File: config.mk
export PLATFORM = sky130hd
export DESIGN_NAME = gamelogic_multi
export DESIGN_NICKNAME = d
export VERILOG_FILES = /design/src/rtl/gamelogic_multi.sv
export SDC_FILE = /design/constraint.sdc
export NUM_CORES = 1
export LEC_CHECK = 0
export BUFFER_PORTS_ARGS = -buffer_cell sky130_fd_sc_hd__buf_2
export CAP_MARGIN = 30
export CORE_MARGIN = 10
export CORE_UTILIZATION = 50
export CTS_CLUSTER_DIAMETER = 120
export DETAILED_ROUTE_END_ITERATION = 8
export MAX_ROUTING_LAYER = met4
export PLACE_DENSITY_LB_ADDON = 0.15
export SETUP_SLACK_MARGIN = 0.4
export SYNTH_ARGS = -nofsm -noshare
export SYNTH_HDL_FRONTEND = slang
export SYNTH_SLANG_ARGS = --single-unit
export TNS_END_PERCENT = 1
File: constraint.sdc
create_clock -name Clk -period 5.6 [get_ports Clk]
set_input_delay 1.12 -clock Clk [delete_from_list [all_inputs] [get_ports Clk]]
set_output_delay 1.12 -clock Clk [all_outputs]
set_load 0.05 [all_outputs]
File: src/rtl/gamelogic_multi.sv
// Multi-enemy combat logic: player attack hit-testing, per-enemy HP and respawn,
// player damage with invulnerability window, score and game-over freeze.
module gamelogic_multi #(
  parameter int N_ENEMY        = 4,
  parameter int ENEMY_HP       = 100,
  parameter int PLAYER_DMG     = 50,
  parameter int PLAYER_HP      = 200,
  parameter int ENEMY_DMG      = 10,
  parameter int RESPAWN_FRAMES = 100,
  parameter int INVULN_FRAMES  = 30,
  parameter int ATK_SHORT      = 16,
  parameter int ATK_LONG       = 80,
  parameter int ENEMY_W        = 26,
  parameter int ENEMY_H        = 26
) (
  input  logic                   Clk,
  input  logic                   Reset,
  input  logic                   Frame_Tick,
  input  logic [8:0]             Attack_X,
  input  logic [8:0]             Attack_Y,
  input  logic [1:0]             Player_Direction,
  input  logic                   Attack_On,
  input  logic [9*N_ENEMY-1:0]   Enemy_X,
  input  logic [9*N_ENEMY-1:0]   Enemy_Y,
  input  logic [N_ENEMY-1:0]     Enemy_Attack_On,
  output logic [N_ENEMY-1:0]     Enemy_Alive,
  output logic [N_ENEMY-1:0]     Kill_Pulse,
  output logic [7:0]             Player_HP,
  output logic [7:0]             Score,
  output logic [9:0]             Total_Damage,
  output logic                   Game_Over
);

  localparam int RW = (RESPAWN_FRAMES < 1) ? 1 : $clog2(RESPAWN_FRAMES + 1);
  localparam int IW = (INVULN_FRAMES < 1) ? 1 : $clog2(INVULN_FRAMES + 1);
  localparam int CW = $clog2(N_ENEMY + 1);

  localparam logic [6:0]  EHP     = 7'(ENEMY_HP);
  localparam logic [6:0]  PDMG    = 7'(PLAYER_DMG);
  localparam logic [7:0]  PHP     = 8'(PLAYER_HP);
  localparam logic [7:0]  EDMG    = 8'(ENEMY_DMG);
  localparam logic [10:0] EDMG11  = 11'(ENEMY_DMG);
  localparam logic [RW-1:0] RESP  = RW'(RESPAWN_FRAMES);
  localparam logic [IW-1:0] INV   = IW'(INVULN_FRAMES);
  localparam logic [10:0] S11     = 11'(ATK_SHORT);
  localparam logic [10:0] L11     = 11'(ATK_LONG);
  localparam logic [10:0] W11     = 11'(ENEMY_W);
  localparam logic [10:0] H11     = 11'(ENEMY_H);

  typedef enum logic {ALIVE, DEAD} estate_t;
  typedef enum logic [1:0] {DIR_DOWN, DIR_LEFT, DIR_UP, DIR_RIGHT} dir_t;

  estate_t         st_q   [N_ENEMY];
  estate_t         st_d   [N_ENEMY];
  logic [6:0]      hp_q   [N_ENEMY];
  logic [6:0]      hp_d   [N_ENEMY];
  logic [RW-1:0]   rc_q   [N_ENEMY];
  logic [RW-1:0]   rc_d   [N_ENEMY];
  logic [RW-1:0]   rc_inc [N_ENEMY];
  logic [10:0]     ex     [N_ENEMY];
  logic [10:0]     ey     [N_ENEMY];
  logic [N_ENEMY-1:0] kill_q, kill_d, hit;

  logic          atk_q, atk_d, atk_edge;
  logic [7:0]    php_q, php_d;
  logic [7:0]    score_q, score_d;
  logic [9:0]    td_q, td_d;
  logic [IW-1:0] inv_q, inv_d;
  logic          go_q, go_d;

  logic [10:0]   ax, ay;
  logic [10:0]   x_hi_ext, x_lo_ext, y_hi_ext, y_lo_ext;
  logic [CW-1:0] kcnt;
  logic [8:0]    score_sum;
  logic [10:0]   td_sum;

  assign ax       = {2'b00, Attack_X};
  assign ay       = {2'b00, Attack_Y};
  assign atk_edge = Attack_On & ~atk_q & ~go_q;

  // Rectangle extents relative to the anchor; low-side extents are added to the
  // enemy side of the compare instead of subtracted from the anchor, so nothing wraps.
  always_comb begin
    x_hi_ext = '0;
    x_lo_ext = '0;
    y_hi_ext = '0;
    y_lo_ext = '0;
    case (dir_t'(Player_Direction))
      DIR_DOWN:  begin x_hi_ext = S11; y_hi_ext = L11; end
      DIR_LEFT:  begin x_lo_ext = L11; y_hi_ext = S11; end
      DIR_UP:    begin x_hi_ext = S11; y_lo_ext = L11; end
      default:   begin x_hi_ext = L11; y_hi_ext = S11; end
    endcase
  end

  always_comb begin
    hit    = '0;
    kill_d = '0;
    for (int unsigned i = 0; i < N_ENEMY; i++) begin
      st_d[i]   = st_q[i];
      hp_d[i]   = hp_q[i];
      rc_d[i]   = rc_q[i];
      rc_inc[i] = rc_q[i] + 1'b1;
      ex[i]     = {2'b00, Enemy_X[9*i +: 9]};
      ey[i]     = {2'b00, Enemy_Y[9*i +: 9]};
      hit[i]    = atk_edge && (st_q[i] == ALIVE)
                  && (ex[i] <= ax + x_hi_ext) && (ex[i] + W11 + x_lo_ext >= ax)
                  && (ey[i] <= ay + y_hi_ext) && (ey[i] + H11 + y_lo_ext >= ay);
      if (!go_q) begin
        case (st_q[i])
          ALIVE: begin
            if (hp_q[i] == '0) begin
              st_d[i]   = DEAD;
              kill_d[i] = 1'b1;
              rc_d[i]   = '0;
            end else if (hit[i]) begin
              hp_d[i] = (hp_q[i] >= PDMG) ? hp_q[i] - PDMG : '0;
            end
          end
          default: begin
            if (Frame_Tick) begin
              if (rc_inc[i] == RESP) begin
                st_d[i] = ALIVE;
                hp_d[i] = EHP;
                rc_d[i] = '0;
              end else begin
                rc_d[i] = rc_inc[i];
              end
            end
          end
        endcase
      end
    end
  end

  always_comb begin
    kcnt = '0;
    for (int unsigned i = 0; i < N_ENEMY; i++) begin
      kcnt = kcnt + CW'(kill_d[i]);
    end
    score_sum = {1'b0, score_q} + 9'(kcnt);
    score_d   = (score_sum > 9'd255) ? 8'd255 : score_sum[7:0];
  end

  always_comb begin
    php_d  = php_q;
    td_d   = td_q;
    inv_d  = inv_q;
    go_d   = go_q;
    atk_d  = atk_q;
    td_sum = {1'b0, td_q} + EDMG11;
    if (!go_q) begin
      atk_d = Attack_On;
      go_d  = (php_q == '0);
      if (Frame_Tick) begin
        // One damage event per tick however many enemies are touching.
        if (|(Enemy_Attack_On & Enemy_Alive) && inv_q == '0) begin
          php_d = (php_q >= EDMG) ? php_q - EDMG : '0;
          td_d  = (td_sum > 11'd1023) ? 10'd1023 : td_sum[9:0];
          inv_d = INV;
        end else if (inv_q != '0) begin
          inv_d = inv_q - 1'b1;
        end
      end
    end
  end

  always_ff @(posedge Clk) begin
    if (Reset) begin
      for (int unsigned i = 0; i < N_ENEMY; i++) begin
        st_q[i] <= ALIVE;
        hp_q[i] <= EHP;
        rc_q[i] <= '0;
      end
      kill_q  <= '0;
      atk_q   <= 1'b0;
      php_q   <= PHP;
      score_q <= '0;
      td_q    <= '0;
      inv_q   <= '0;
      go_q    <= 1'b0;
    end else begin
      for (int unsigned i = 0; i < N_ENEMY; i++) begin
        st_q[i] <= st_d[i];
        hp_q[i] <= hp_d[i];
        rc_q[i] <= rc_d[i];
      end
      kill_q  <= kill_d;
      atk_q   <= atk_d;
      php_q   <= php_d;
      score_q <= score_d;
      td_q    <= td_d;
      inv_q   <= inv_d;
      go_q    <= go_d;
    end
  end

  always_comb begin
    Enemy_Alive = '0;
    for (int unsigned i = 0; i < N_ENEMY; i++) begin
      Enemy_Alive[i] = (st_q[i] == ALIVE);
    end
  end

  assign Kill_Pulse   = kill_q;
  assign Player_HP    = php_q;
  assign Score        = score_q;
  assign Total_Damage = td_q;
  assign Game_Over    = go_q;

endmodule

== After elaboration in Yosys (flattened, before gate mapping) ==
Memory sizes are Yosys's and may differ from the RTL's.
Cells that the tools add are included.
Word-level totals
  register bits after elaboration: 37
  bits in latches: 0
  bits in writable memories: 60
  bits in read-only memories: 0
  input bits: 100
  output and inout port bits: 35
  word-level logic and storage cells: 228
  memories: 3
Memories
  hp_q: depth 4, bits a word 7, rd ports 4, clocked after memory_dff 0, wr ports 4, RTL line 55  | logic [6:0] hp_q [N_ENEMY];
  rc_q: depth 4, bits a word 7, rd ports 4, clocked after memory_dff 0, wr ports 4, RTL line 57  | logic [RW-1:0] rc_q [N_ENEMY];
  st_q: depth 4, bits a word 1, rd ports 4, clocked after memory_dff 0, wr ports 4, RTL line 53  | estate_t st_q [N_ENEMY];
Operators by class
  $add $sub $neg: 33
  multipliers: 0
  divide/modulo/power cells: 0
  $lt $le $gt $ge: 23
  eq/ne operators: 6
  shift-type cells: 0
  multiplexer cells: 101
  bitwise logic cells: 21
  reduce and logical (&&, ||, !) cells: 34
Operators by type and width (count)
  two-way mux 7 bit: 58
  adder 10 x 11 -> 11 bit: 8
  >= comparator 11 x 9 -> 1 bit: 8
  <= comparator 9 x 11 -> 1 bit: 8
  adder 9 x 5 -> 10 bit (second input constant): 8
  two-way mux 1 bit: 36
  adder 7 x 1 -> 7 bit (second input constant): 4
  equality test 7 bit (second input constant): 4
  >= comparator 7 x 6 -> 1 bit (second input constant): 4
  zero test 7 bit: 4
  case mux 7 bit (2 select lines): 2
  subtractor 7 x 6 -> 7 bit (second input constant): 4
  adder 9 x 11 -> 11 bit: 2
  logical AND 1 bit: 21
  two-way mux 8 bit: 2
  OR 1 bit: 12
  adder 10 x 4 -> 11 bit (second input constant): 1
  > comparator 11 x 10 -> 1 bit (second input constant): 1
  two-way mux 10 bit: 1
  two-way mux 5 bit: 2
  adder 8 x 3 -> 9 bit: 1
  > comparator 9 x 8 -> 1 bit (second input constant): 1
  >= comparator 8 x 4 -> 1 bit (second input constant): 1
  zero test 8 bit: 1
  17 further kinds: 24

== Logic depth before layout (Yosys ltp) ==
Gate-level depths: netlist of the first run.
  word-level depth: 14
  mapped depth: 20
  gate-level depth less buffers: 18

== Worst setup path after synthesis of the first run ==
No wires, ideal clock.
  kind: input port to flip-flop
  from: in Player_Direction[0]
  to: mem hp_q[3][6]
  setup time: 122 ps
  arrival time: 4410 ps
  data required time: 5478 ps
  setup slack: 1068 ps
  stages: 20
  buffers on the path: 2
  cell sequence: nor2b_1 buf_2 buf_1 inv_1 ha_1 inv_1 ha_1 inv_1 a21oi_1 o21bai_1 a31oi_1 xnor2_1 ha_1 nand2_1 nor3_1 o31a_1 a211oi_1 nor4_4 o211ai_1 a221o_1
RTL lines
  start: declaration: RTL line 21  | input logic [1:0] Player_Direction,
  end: declaration: RTL line 55

==> results of run 1 <==
kinds of logic (layout without fill, tap and decap cells):
kind of cell	after synthesis	count (layout)	share of synthesized area
AOI/OAI and AO/OA	348	348	0.222
muxes	4	4	0.00395
and+or+nand+nor	393	393	0.206
DFF	92	92	0.182
adders and majority gates	219	219	0.272
xor gates and xnor gates	73	73	0.0630
buffers and inverters	135	270	0.0509
other	1	1	0.000370
layout make-up:
class                           instances  area (um^2)  area share
Sequential cell                        92         1840       0.161
Timing Repair Buffer                  144          748      0.0654
Clock buffer                           12          246      0.0215
Clock inverter                          4         72.6     0.00634
Multi-Input combinational cell       1038         7790       0.680
Inverter                              110          413      0.0361
Tap cell                              270          338      0.0295
sequential cells by signal, indices dropped and copies added, names as in the netlist:
| register | cells |
|---|---|
| hp_q | 24 |
| Kill_Pulse | 4 |
| inv_q | 5 |
| Total_Damage | 10 |
| Game_Over | 1 |
| atk_q | 1 |
| st_q | 4 |
| Player_HP | 7 |
| Score | 8 |
| rc_q | 28 |
routing by layer:
layer | GRT usage | up-vias | share of wire
met5 | - | - | 0
met4 | 0.0323 | 0 | 0.0090
met3 | 0.0301 | 16 | 0.038
met2 | 0.328 | 194 | 0.45
met1 | 0.273 | 4449 | 0.50
li1 | - | 4906 | -
where the power goes:
| group | internal [W] | switching (W) |
|---|---|---|
| Clock | 0.000403 | 0.000246 |
| Combinational | 0.000419 | 0.000599 |
| Sequential | 0.000704 | 0.0000592 |
critical path, cell delays in order:
cell       delay [ns]
buf_2            0.11
nand2b_1         0.30
ha_1             0.36
inv_1            0.05
ha_1             0.30
nor2b_1          0.05
o21ai_0          0.14
nand2b_1         0.11
xor2_1           0.16
ha_1             0.29
and3_1           0.18
a221oi_1         0.25
o21ai_0          0.14
a2111oi_1        0.57
buf_4            0.22
a211oi_2         0.07
and3_1           0.25
a221o_1          0.34
metrics by stage:
stage / power (W) / cells / cell area, um^2 / worst slack (ns) / util
floorplan: 0.00152 / 1265 / 10100 / 1.07 / -
global placement: 0.00177 / 1654 / 11100 / 0.522 / 0.553
detailed placement: 0.00178 / 1654 / 11100 / 0.415 / 0.553
CTS: 0.00244 / 1670 / 11400 / 0.747 / 0.569
global route: 0.00262 / 1670 / 11400 / 0.445 / 0.569
finish: 0.00243 / 1670 / 11400 / 0.804 / 0.569
Yosys cell counts (all sizes together) (15+ instances only):
master | instances | area [um^2]
a21o | 22 | 165
a21oi | 103 | 515
a31oi | 27 | 169
dfxtp | 92 | 1840
ha | 216 | 2700
inv | 109 | 409
nand2 | 61 | 229
nand2b | 28 | 175
nand3 | 36 | 180
nand4 | 15 | 93.8
nor2 | 98 | 368
nor2b | 32 | 200
nor3 | 30 | 155
o21ai | 73 | 365
xnor2 | 50 | 438
xor2 | 23 | 201
worst max-delay path by stage:
| stage | to |
|---|---|
| after floorplan | hp_q[3][6] |
| after global placement | hp_q[1][6] |
| after CTS | hp_q[1][6] |
| after global routing | hp_q[1][6] |
| after detailed placement | hp_q[1][6] |
| final | hp_q[1][6] |
==> metrics.md, run 1 <==
| Metric | Value |
|---|---|
| Via count | 9565 |
| Yosys reg bits | 92 |
| Synth Instances | 1265 |
| Run status | completed |
| Worst Path Max Fanout | 8 |
| Setup Skew | 0.00658 ns |
| Cell variety after synth | 82 |
| Min-Delay Startpoint | rc_q[2][6] |
| Nets | 1714 |
| Final period utilization | 0.856 |
| Std cell rows | 52 |
| Die H | 162 um |
| Routability congestion estimate | 0.866 |
| Final WL | 26800 um |
| H-tree levels | 3 |
| Initial Util | 0.505 |
| CP arrival | 5.02 ns |
| Syn Std Cell Area | 0.0101 mm^2 |
| Final slew viol count | 0 |
| DRT Pass-1 Iters | 5 |
| Yosys warnings | 0 |
| DIE WIDTH | 162 um |
| Crit path kind | input port to flip-flop |
| Num CTS Buffers | 9 |
| Antenna cells | 0 |
| Post-CTS Setup Bufs | 0 |
| GRT Total Usage | 0.205 |
| Reg2reg end | Score[1] |
| Avg WL per Cell | 16.0 um |
| Hold WC Path Type | flip-flop to flip-flop |
| # IOs | 135 |
| RR Startpoint | st_q[2] |
| Pwr dens | 212 mW/mm^2 |
| Initial DRC count | 583 |
| Fill cells | 1876 |
| CTS tree | done |
| Dpl hpwl | 21500 um |
| Rel. slew slack | 0.408 |
| EDFF count, synth | 0 |
| Hold depth | 2 |
| Max-Cap Viols | 0 |
| Worst Hold Endpoint | rc_q[2][6] |
| Number of global-route vias before repair | 9189 |
| Worst Setup SP | Player_Direction[0] |
| Highest-count cells in the layout ignoring fill and taps | ha_1 (216), buf_2 (133), inv_1 (109) |
| Final setup viols | 0 |
| CTS Buffer Depth | 2 |
| Area growth syn-to-layout | 12.8% |
| Worst skew pair latency | 0.34 ns |
| Fmax | 209 MHz |
| RSZ-0062 raised after global routing | no |
| Synth Flop Type | dfxtp_1 |
| CP required | 5.83 ns |
| Final hold violation count | 0 |
| DIE AREA | 0.0264 mm^2 |
| Final ANT Viol Nets | 0 |
| Most common cell after layout, fill and taps aside | ha_1 |
| Worst R2R Path Depth | 10 |
| Slew @ Worst Pin | 0.880 ns |
| Clock transition at path regs | 0.06 ns |
| Ys async rst share | 0 |
| Cts repair resizes | 0 |
| Grt total ovfl | 0 |
| R2R Setup Slk | 2.28 ns |
| CP startpoint kind | input port |
| Clk root buf | clkbuf_16 |
| Setup TNS | 0 ns |
| P_leak | 5.38 nW |
| Syn_nets | 1584 |
| Worst vdd ir | 0.272 mV |
| Fin Hold WS | 0.487 ns |
| # hold bufs at CTS | 0 |
| Mean Syn Cell Area | 8.02 um^2 |
| I/O Buffers | 133 |
| Clk sink count | 92 |
| Global-route wire length before repair | 44400 um |
| Core area | 0.0201 mm^2 |
| Number of remaining DRC errors | 0 |
| Largest net degree at the start of global routing | 46 |
| Layout cells sized above 1 | 0.130 |
| Seq/Total Area, Yosys | 0.182 |
| Final min period | 4.80 ns |
| Crit end category | flip-flop |
| Vias/cell | 5.73 |
| Antenna violations before repair | 0 |
Note: power is estimated with default switching activity, not from simulation.
==> run 2: changes to the inputs <==
CTS_BUF_LIST = sky130_fd_sc_hd__clkbuf_4 sky130_fd_sc_hd__clkbuf_8   (was default)
MAX_ROUTING_LAYER = default   (was met4)
==> run 2 against run 1 <==
Net effect: routed wire length up 0.77%; largest cell class unchanged; core utilization decreased by 0.59 points; highest routed layer unchanged; via count is 0.45% lower.
==> metrics.md, run 2 (same netlist as run 1, synthesis figures left out) <==
| Metric | Value |
|---|---|
| Run status | completed (unchanged) |
| Most frequent CP cell | ha_1 (unchanged) |
| DIE WIDTH | 162 um (unchanged) |
| Largest net degree at the start of global routing | 54 (was 46) |
| Comb pwr share | 0.445 (was 0.419) |
| DRT Pass-1 Iters | 5 (unchanged) |
| Vias/cell | 5.72 (was 5.73) |
| Final WL | 27000 um (was 26800 um) |
| Max reg flops | 28 (unchanged) |
| R2R Setup Slk | 2.28 ns (about the same) |
| CP arrival | 5.00 ns (was 5.02 ns) |
| Clock power frac | 0.222 (was 0.267) |
| Via count | 9522 (was 9565) |
| Initial Util | 0.505 (unchanged) |
| Final setup viols | 0 (unchanged) |
| Cell-by-cell listing of the critical path | buf_2, nand2b_1, ha_1, inv_1, ha_1, nor2b_1, o21ai_0, nand2b_1, xor2_1, ha_1, and3_1, a221oi_1, o21ai_0, a2111oi_0, buf_4, a211oi_2, and3_1, a221o_1 (was buf_2, nand2b_1, ha_1, inv_1, ha_1, nor2b_1, o21ai_0, nand2b_1, xor2_1, ha_1, and3_1, a221oi_1, o21ai_0, a2111oi_1, buf_4, a211oi_2, and3_1, a221o_1) |
| Crit path kind | input port to flip-flop (unchanged) |
| Worst Path Max Fanout | 8 (unchanged) |
| Worst R2R Path Depth | 10 (unchanged) |
| Worst path depth | 18 (unchanged) |
| Final min period | 4.74 ns (was 4.80 ns) |
| Clock transition at path regs | 0.08 ns (was 0.06 ns) |
| Final period utilization | 0.846 (was 0.856) |
| H-tree levels | 3 (unchanged) |
| Setup Skew | 0.0108 ns (was 0.00658 ns) |
| # IOs | 135 (unchanged) |
| Sw frac | 0.392 (was 0.372) |
| Most common cell after layout, fill and taps aside | ha_1 (unchanged) |
| I/O Buffers | 133 (unchanged) |
| Area growth syn-to-layout | 11.7% (was 12.8%) |
| Avg WL per Cell | 16.2 um (was 16.0 um) |
| Nets | 1711 (was 1714) |
| Highest-count cells in the layout ignoring fill and taps | ha_1 (216), buf_2 (133), inv_1 (109) (unchanged) |
| Worst skew pair latency | 0.37 ns (was 0.34 ns) |
| Final hold violation count | 0 (unchanged) |
| Dpl hpwl | 21700 um (was 21500 um) |
| Crit path buffers/inverters | 3 (unchanged) |
| Worst vdd ir | 0.251 mV (was 0.272 mV) |
| Num CTS Buffers | 9 (unchanged) |
| Layout cells sized above 1 | 0.129 (was 0.130) |
| Die H | 162 um (unchanged) |
| Grt total ovfl | 0 (unchanged) |
| Non-filler instance count after layout | 1666 (was 1670) |
| Hold WC Path Type | flip-flop to flip-flop (unchanged) |
| Crit end category | flip-flop (unchanged) |
| Routability congestion estimate | 0.906 (was 0.866) |
| Cell Area, Placed | 0.0111 mm^2 (about the same) |
| Initial DRC count | 567 (was 583) |
| Pwr dens | 202 mW/mm^2 (was 212 mW/mm^2) |
| P_leak | 5.32 nW (was 5.38 nW) |
| Setup TNS | 0 ns (unchanged) |
| DIE AREA | 0.0264 mm^2 (unchanged) |
| Global-route wire length before repair | 44700 um (was 44400 um) |
| Number of remaining DRC errors | 0 (unchanged) |
| Post-CTS Setup Bufs | 0 (unchanged) |
| Final slew viol count | 0 (unchanged) |
| Fmax | 211 MHz (was 209 MHz) |
| Antenna cells | 0 (unchanged) |
| Final core area utilization | 0.563 (was 0.569) |
| GRT Total Usage | 0.200 (was 0.205) |
| RSZ-0062 raised after global routing | no (unchanged) |
| Antenna violations before repair | 0 (unchanged) |
| DP Cell Count | 1651 (was 1654) |
| Crit-path max cell delay | 0.48 ns (was 0.57 ns) |
| CTS Buffer Depth | 2 (unchanged) |
| CTS tree | done (unchanged) |
| Number of global-route vias before repair | 9123 (was 9189) |
| Final Cell Area | 0.0113 mm^2 (was 0.0114 mm^2) |
| # hold bufs at CTS | 0 (unchanged) |
| CP startpoint kind | input port (unchanged) |
| Reg power frac | 0.332 (was 0.314) |
| Rel. slew slack | 0.393 (was 0.408) |
| Clk root buf | clkbuf_8 (was clkbuf_16) |
| Std cell rows | 52 (unchanged) |
| Clk sink count | 92 (unchanged) |
| Max-Cap Viols | 0 (unchanged) |
| Register bank with the most flops | rc_q (unchanged) |
| Hold depth | 2 (unchanged) |
| Slew @ Worst Pin | 0.904 ns (was 0.880 ns) |
| Final ANT Viol Nets | 0 (unchanged) |
| Internal power | 0.00139 W (was 0.00153 W) |
| P_sw | 0.000896 W (was 0.000904 W) |
| Core area | 0.0201 mm^2 (unchanged) |
| Slowest-stage cell, CP | a2111oi_0 (was a2111oi_1) |
| Cts repair resizes | 0 (unchanged) |
| CP required | 5.86 ns (was 5.83 ns) |
| Critical path's top delay family | compound AO/OA/AOI/OAI gates (unchanged) |
[run 2: tightest hold or removal path, stage by stage (launching register included)]
cell and delay (ns):
dfxtp_1 0.33, nand2_1 0.06, mux2i_1 0.05
[run 2: power by group through the flow]
stage,registers (W),clock network (W),logic (W)
after floorplan,0.000839,0,0.000679
after global placement,0.000775,0,0.000993
after detailed placement,0.000774,0,0.00101
after CTS,0.000759,0.000518,0.00102
after global routing,0.000770,0.000546,0.00115
final,0.000761,0.000508,0.00102
[run 2: area by class of cell]
type                       instances  area (um^2)
inverter                         110          413
clock buffer                      11          151
multi-input combinational       1038         7790
clock inverter                     4         72.6
sequential                        92         1840
fill                            1924         8780
tap                              270          338
timing repair buffer             141          726
[run 2: final timing paths]
kind,to,start
worst max-delay path,hp_q[1][6],Player_Direction[0]
worst min-delay path,hp_q[0][1],hp_q[0][1]
worst max register to register,Score[0],st_q[2]
worst min register to register,hp_q[0][1],hp_q[0][1]
[run 2: metal layers]
| layer | GRT usage | wire (um) | part of all wire | up-vias |
|---|---|---|---|---|
| li1 | - | - | - | 4894 |
| met1 | 0.277 | 13400 | 0.50 | 4402 |
| met2 | 0.328 | 12300 | 0.45 | 211 |
| met3 | 0.0311 | 1120 | 0.042 | 15 |
| met4 | 0.0277 | 192 | 0.0071 | 0 |
| met5 | 0 | 0 | 0 | - |
[run 2: stage by stage]
stage / hold WS, ns / setup slack, ns / power (W)
after floorplan: 0.454 / 1.07 / 0.00152
after global placement: 0.466 / 0.696 / 0.00177
after detailed placement: 0.485 / 0.570 / 0.00178
after CTS: 0.497 / 0.942 / 0.00229
after global routing: 0.526 / 0.667 / 0.00247
final: 0.493 / 0.862 / 0.00229
==> run 3: changes to the inputs <==
clock period = 4.2 ns   (was 5.6 ns; I/O delays follow)
==> run 3 against run 2 <==
Net effect: clock skew up 0.0039 ns; core utilization rose by 2.2 points; register-to-register slack worse by 1.3 ns; setup slack lost 0.54 ns; die area did not move; first-iteration DRC count decreased by 28%; sequential cell count stayed put; critical endpoint is now hp_q[0][3]; highest routed layer unchanged.
==> metrics.md, run 3 (same netlist as run 1, synthesis figures left out) <==
| Metric | Value |
|---|---|
| Run status | completed (unchanged) |
| Max-Cap Viols | 0 (unchanged) |
| Num CTS Buffers | 9 (unchanged) |
| Slew @ Worst Pin | 0.843 ns (was 0.904 ns) |
| CTS tree | done (unchanged) |
| Setup WS post-layout | 0.318 ns (was 0.862 ns) |
| # IOs | 135 (unchanged) |
| DIE AREA | 0.0264 mm^2 (unchanged) |
| Crit end category | flip-flop (unchanged) |
| Worst Hold Endpoint | hp_q[0][2] (was hp_q[0][1]) |
| Avg WL per Cell | 16.3 um (was 16.2 um) |
| CP startpoint kind | input port (unchanged) |
| Fill cells | 1882 (was 1924) |
| Routability congestion estimate | 0.889 (was 0.906) |
| Crit path kind | input port to flip-flop (unchanged) |
| Antenna cells | 0 (unchanged) |
| Final ANT Viol Nets | 0 (unchanged) |
| Reg2reg end | Score[4] (was Score[0]) |
| GRT Total Usage | 0.207 (was 0.200) |
| RR Startpoint | st_q[2] (unchanged) |
| Setup WS pre-CTS | -0.200 ns (was 0.570 ns) |
| Via count | 9711 (was 9522) |
| Number of global-route vias before repair | 9738 (was 9123) |
| Min-Delay Startpoint | hp_q[0][2] (was hp_q[0][1]) |
| R2R Setup Slk | 0.94 ns (was 2.28 ns) |
| Vias/cell | 5.71 (was 5.72) |
| Crit path buffers/inverters | 4 (was 3) |
| Initial DRC count | 410 (was 567) |
| DIE WIDTH | 162 um (unchanged) |
| Rel. slew slack | 0.433 (was 0.393) |
| CP arrival | 4.13 ns (was 5.00 ns) |
| Pwr dens | 265 mW/mm^2 (was 202 mW/mm^2) |
| Final core area utilization | 0.586 (was 0.563) |
| Std cell rows | 52 (unchanged) |
| Register bank with the most flops | rc_q (unchanged) |
| Tot Pwr | 0.00312 W (was 0.00229 W) |
| Global-route wire length before repair | 46200 um (was 44700 um) |
| Final WL | 27700 um (was 27000 um) |
| CTS Buffer Depth | 2 (unchanged) |
| Most frequent CP cell | ha_1 (unchanged) |
| Core area | 0.0201 mm^2 (unchanged) |
| Clk sink count | 92 (unchanged) |
| # hold bufs at CTS | 0 (unchanged) |
| I/O Buffers | 133 (unchanged) |
| Worst Path Max Fanout | 4 (was 8) |
| Worst vdd ir | 0.360 mV (was 0.251 mV) |
| Grt total ovfl | 0 (unchanged) |
| Worst skew pair latency | 0.37 ns (about the same) |
| Crit-path max cell delay | 0.35 ns (was 0.48 ns) |
| Dpl hpwl | 22200 um (was 21700 um) |
| Highest-count cells in the layout ignoring fill and taps | ha_1 (209), buf_2 (132), inv_1 (107) (was ha_1 (216), buf_2 (133), inv_1 (109)) |
| Layout cells sized above 1 | 0.173 (was 0.129) |
| Setup TNS | 0 ns (unchanged) |
| Die H | 162 um (unchanged) |
| H-tree levels | 3 (unchanged) |
| Final setup viols | 0 (unchanged) |
| P_leak | 5.52 nW (was 5.32 nW) |
| Max reg flops | 28 (unchanged) |
| Final min period | 3.88 ns |
| Cell-by-cell listing of the critical path | buf_4, buf_4, nand2b_4, buf_12, ha_1, inv_1, ha_1, nor2b_1, o21ai_0, nand2b_1, xor2_1, ha_1, nand2_1, o21ai_0, a221oi_1, o2111a_1, a311o_1, o311ai_0, o41ai_1 (was buf_2, nand2b_1, ha_1, inv_1, ha_1, nor2b_1, o21ai_0, nand2b_1, xor2_1, ha_1, and3_1, a221oi_1, o21ai_0, a2111oi_0, buf_4, a211oi_2, and3_1, a221o_1) |
| Worst R2R Path Depth | 10 (unchanged) |
| Area growth syn-to-layout | 16.1% (was 11.7%) |
| Initial Util | 0.505 (unchanged) |
| Final slew viol count | 0 (unchanged) |
| Final hold violation count | 0 (unchanged) |
| Most common cell after layout, fill and taps aside | ha_1 (unchanged) |
| CP required | 4.45 ns (was 5.86 ns) |
| Nets | 1745 (was 1711) |
| Hold depth | 2 (unchanged) |
| DRT Pass-1 Iters | 4 (was 5) |
| Clk root buf | clkbuf_8 (unchanged) |
| Antenna violations before repair | 0 (unchanged) |
| RSZ-0062 raised after global routing | yes (was no) |
| Largest net degree at the start of global routing | 37 (was 54) |
| Setup Skew | 0.0148 ns (was 0.0108 ns) |
| Clock transition at path regs | 0.10 ns (was 0.08 ns) |
| Hold WC Path Type | flip-flop to flip-flop (unchanged) |
| Critical path's top delay family | compound AO/OA/AOI/OAI gates (unchanged) |
| Number of remaining DRC errors | 0 (unchanged) |
| Fmax | 258 MHz |
| Slowest-stage cell, CP | o311ai_0 (was a2111oi_0) |
| Final period utilization | 0.924 |
run 3: cell types whose count changed in the layout (fill, tap and decap cells not counted), moves of 3 or more:
cell	delta
o21ai_0	-6
a221oi_1	-3
a221oi_2	+3
inv_6	+3
o21ai_1	+5
ha_1	-7
buf_4	+34
clkinv_4	+3
ha_4	+6
run 3: final cells by class:
| class | count | area [um^2] | area share |
|---|---|---|---|
| flip-flops and latches | 92 | 1840 | 0.156 |
| multi-input cells | 1038 | 7990 | 0.678 |
| repair buffers | 175 | 996 | 0.0845 |
| inverters | 110 | 413 | 0.0351 |
| clock inverters | 7 | 82.6 | 0.00701 |
| well taps | 270 | 338 | 0.0287 |
| clock buffers | 9 | 124 | 0.0105 |
run 3: what timing repair did:
item	in CTS	in global routing
endpoints found under the setup margin	5	24
buffers inserted	6	5
gates resized for setup	12	13
pin swaps	9	9
run 3: worst max-delay path by stage:
stage / start / to / slack (ns) / cells after the start
after global placement: Player_Direction[1] / hp_q[1][6] / 0.01 / 18
after global routing: Player_Direction[1] / hp_q[1][6] / 0.15 / 18
after floorplan: Player_Direction[0] / hp_q[1][6] / 0.38 / 16
final: Player_Direction[1] / hp_q[0][3] / 0.32 / 19
after CTS: Player_Direction[1] / hp_q[0][3] / 0.37 / 19
after detailed placement: Player_Direction[0] / hp_q[3][6] / -0.20 / 17
run 3: stage by stage:
stage / hold slack (ns) / std cells / instance area [um^2]
after global routing: 0.517 / 1701 / 11800
after detailed placement: 0.481 / 1674 / 11400
final: 0.495 / 1701 / 11800
after CTS: 0.495 / 1696 / 11700
after global placement: 0.468 / 1674 / 11400
after floorplan: 0.454 / 1265 / 10300
run 3: routing by layer:
metal / share of wire / global-route usage
met1: 0.47 / 0.267
met2: 0.46 / 0.348
met3: 0.047 / 0.0349
met4: 0.022 / 0.0525
met5: 0 / 0
run 3: report_power, final:
group / internal (W) / switching [W]
logic: 0.000627 / 0.000843
registers: 0.000937 / 0.0000778
clock network: 0.000285 / 0.000350
run 3: worst min-delay path, cell delays in order, from the launching register on:
cell and delay [ns]:
dfxtp_1 0.32, inv_1 0.07, a31oi_1 0.07
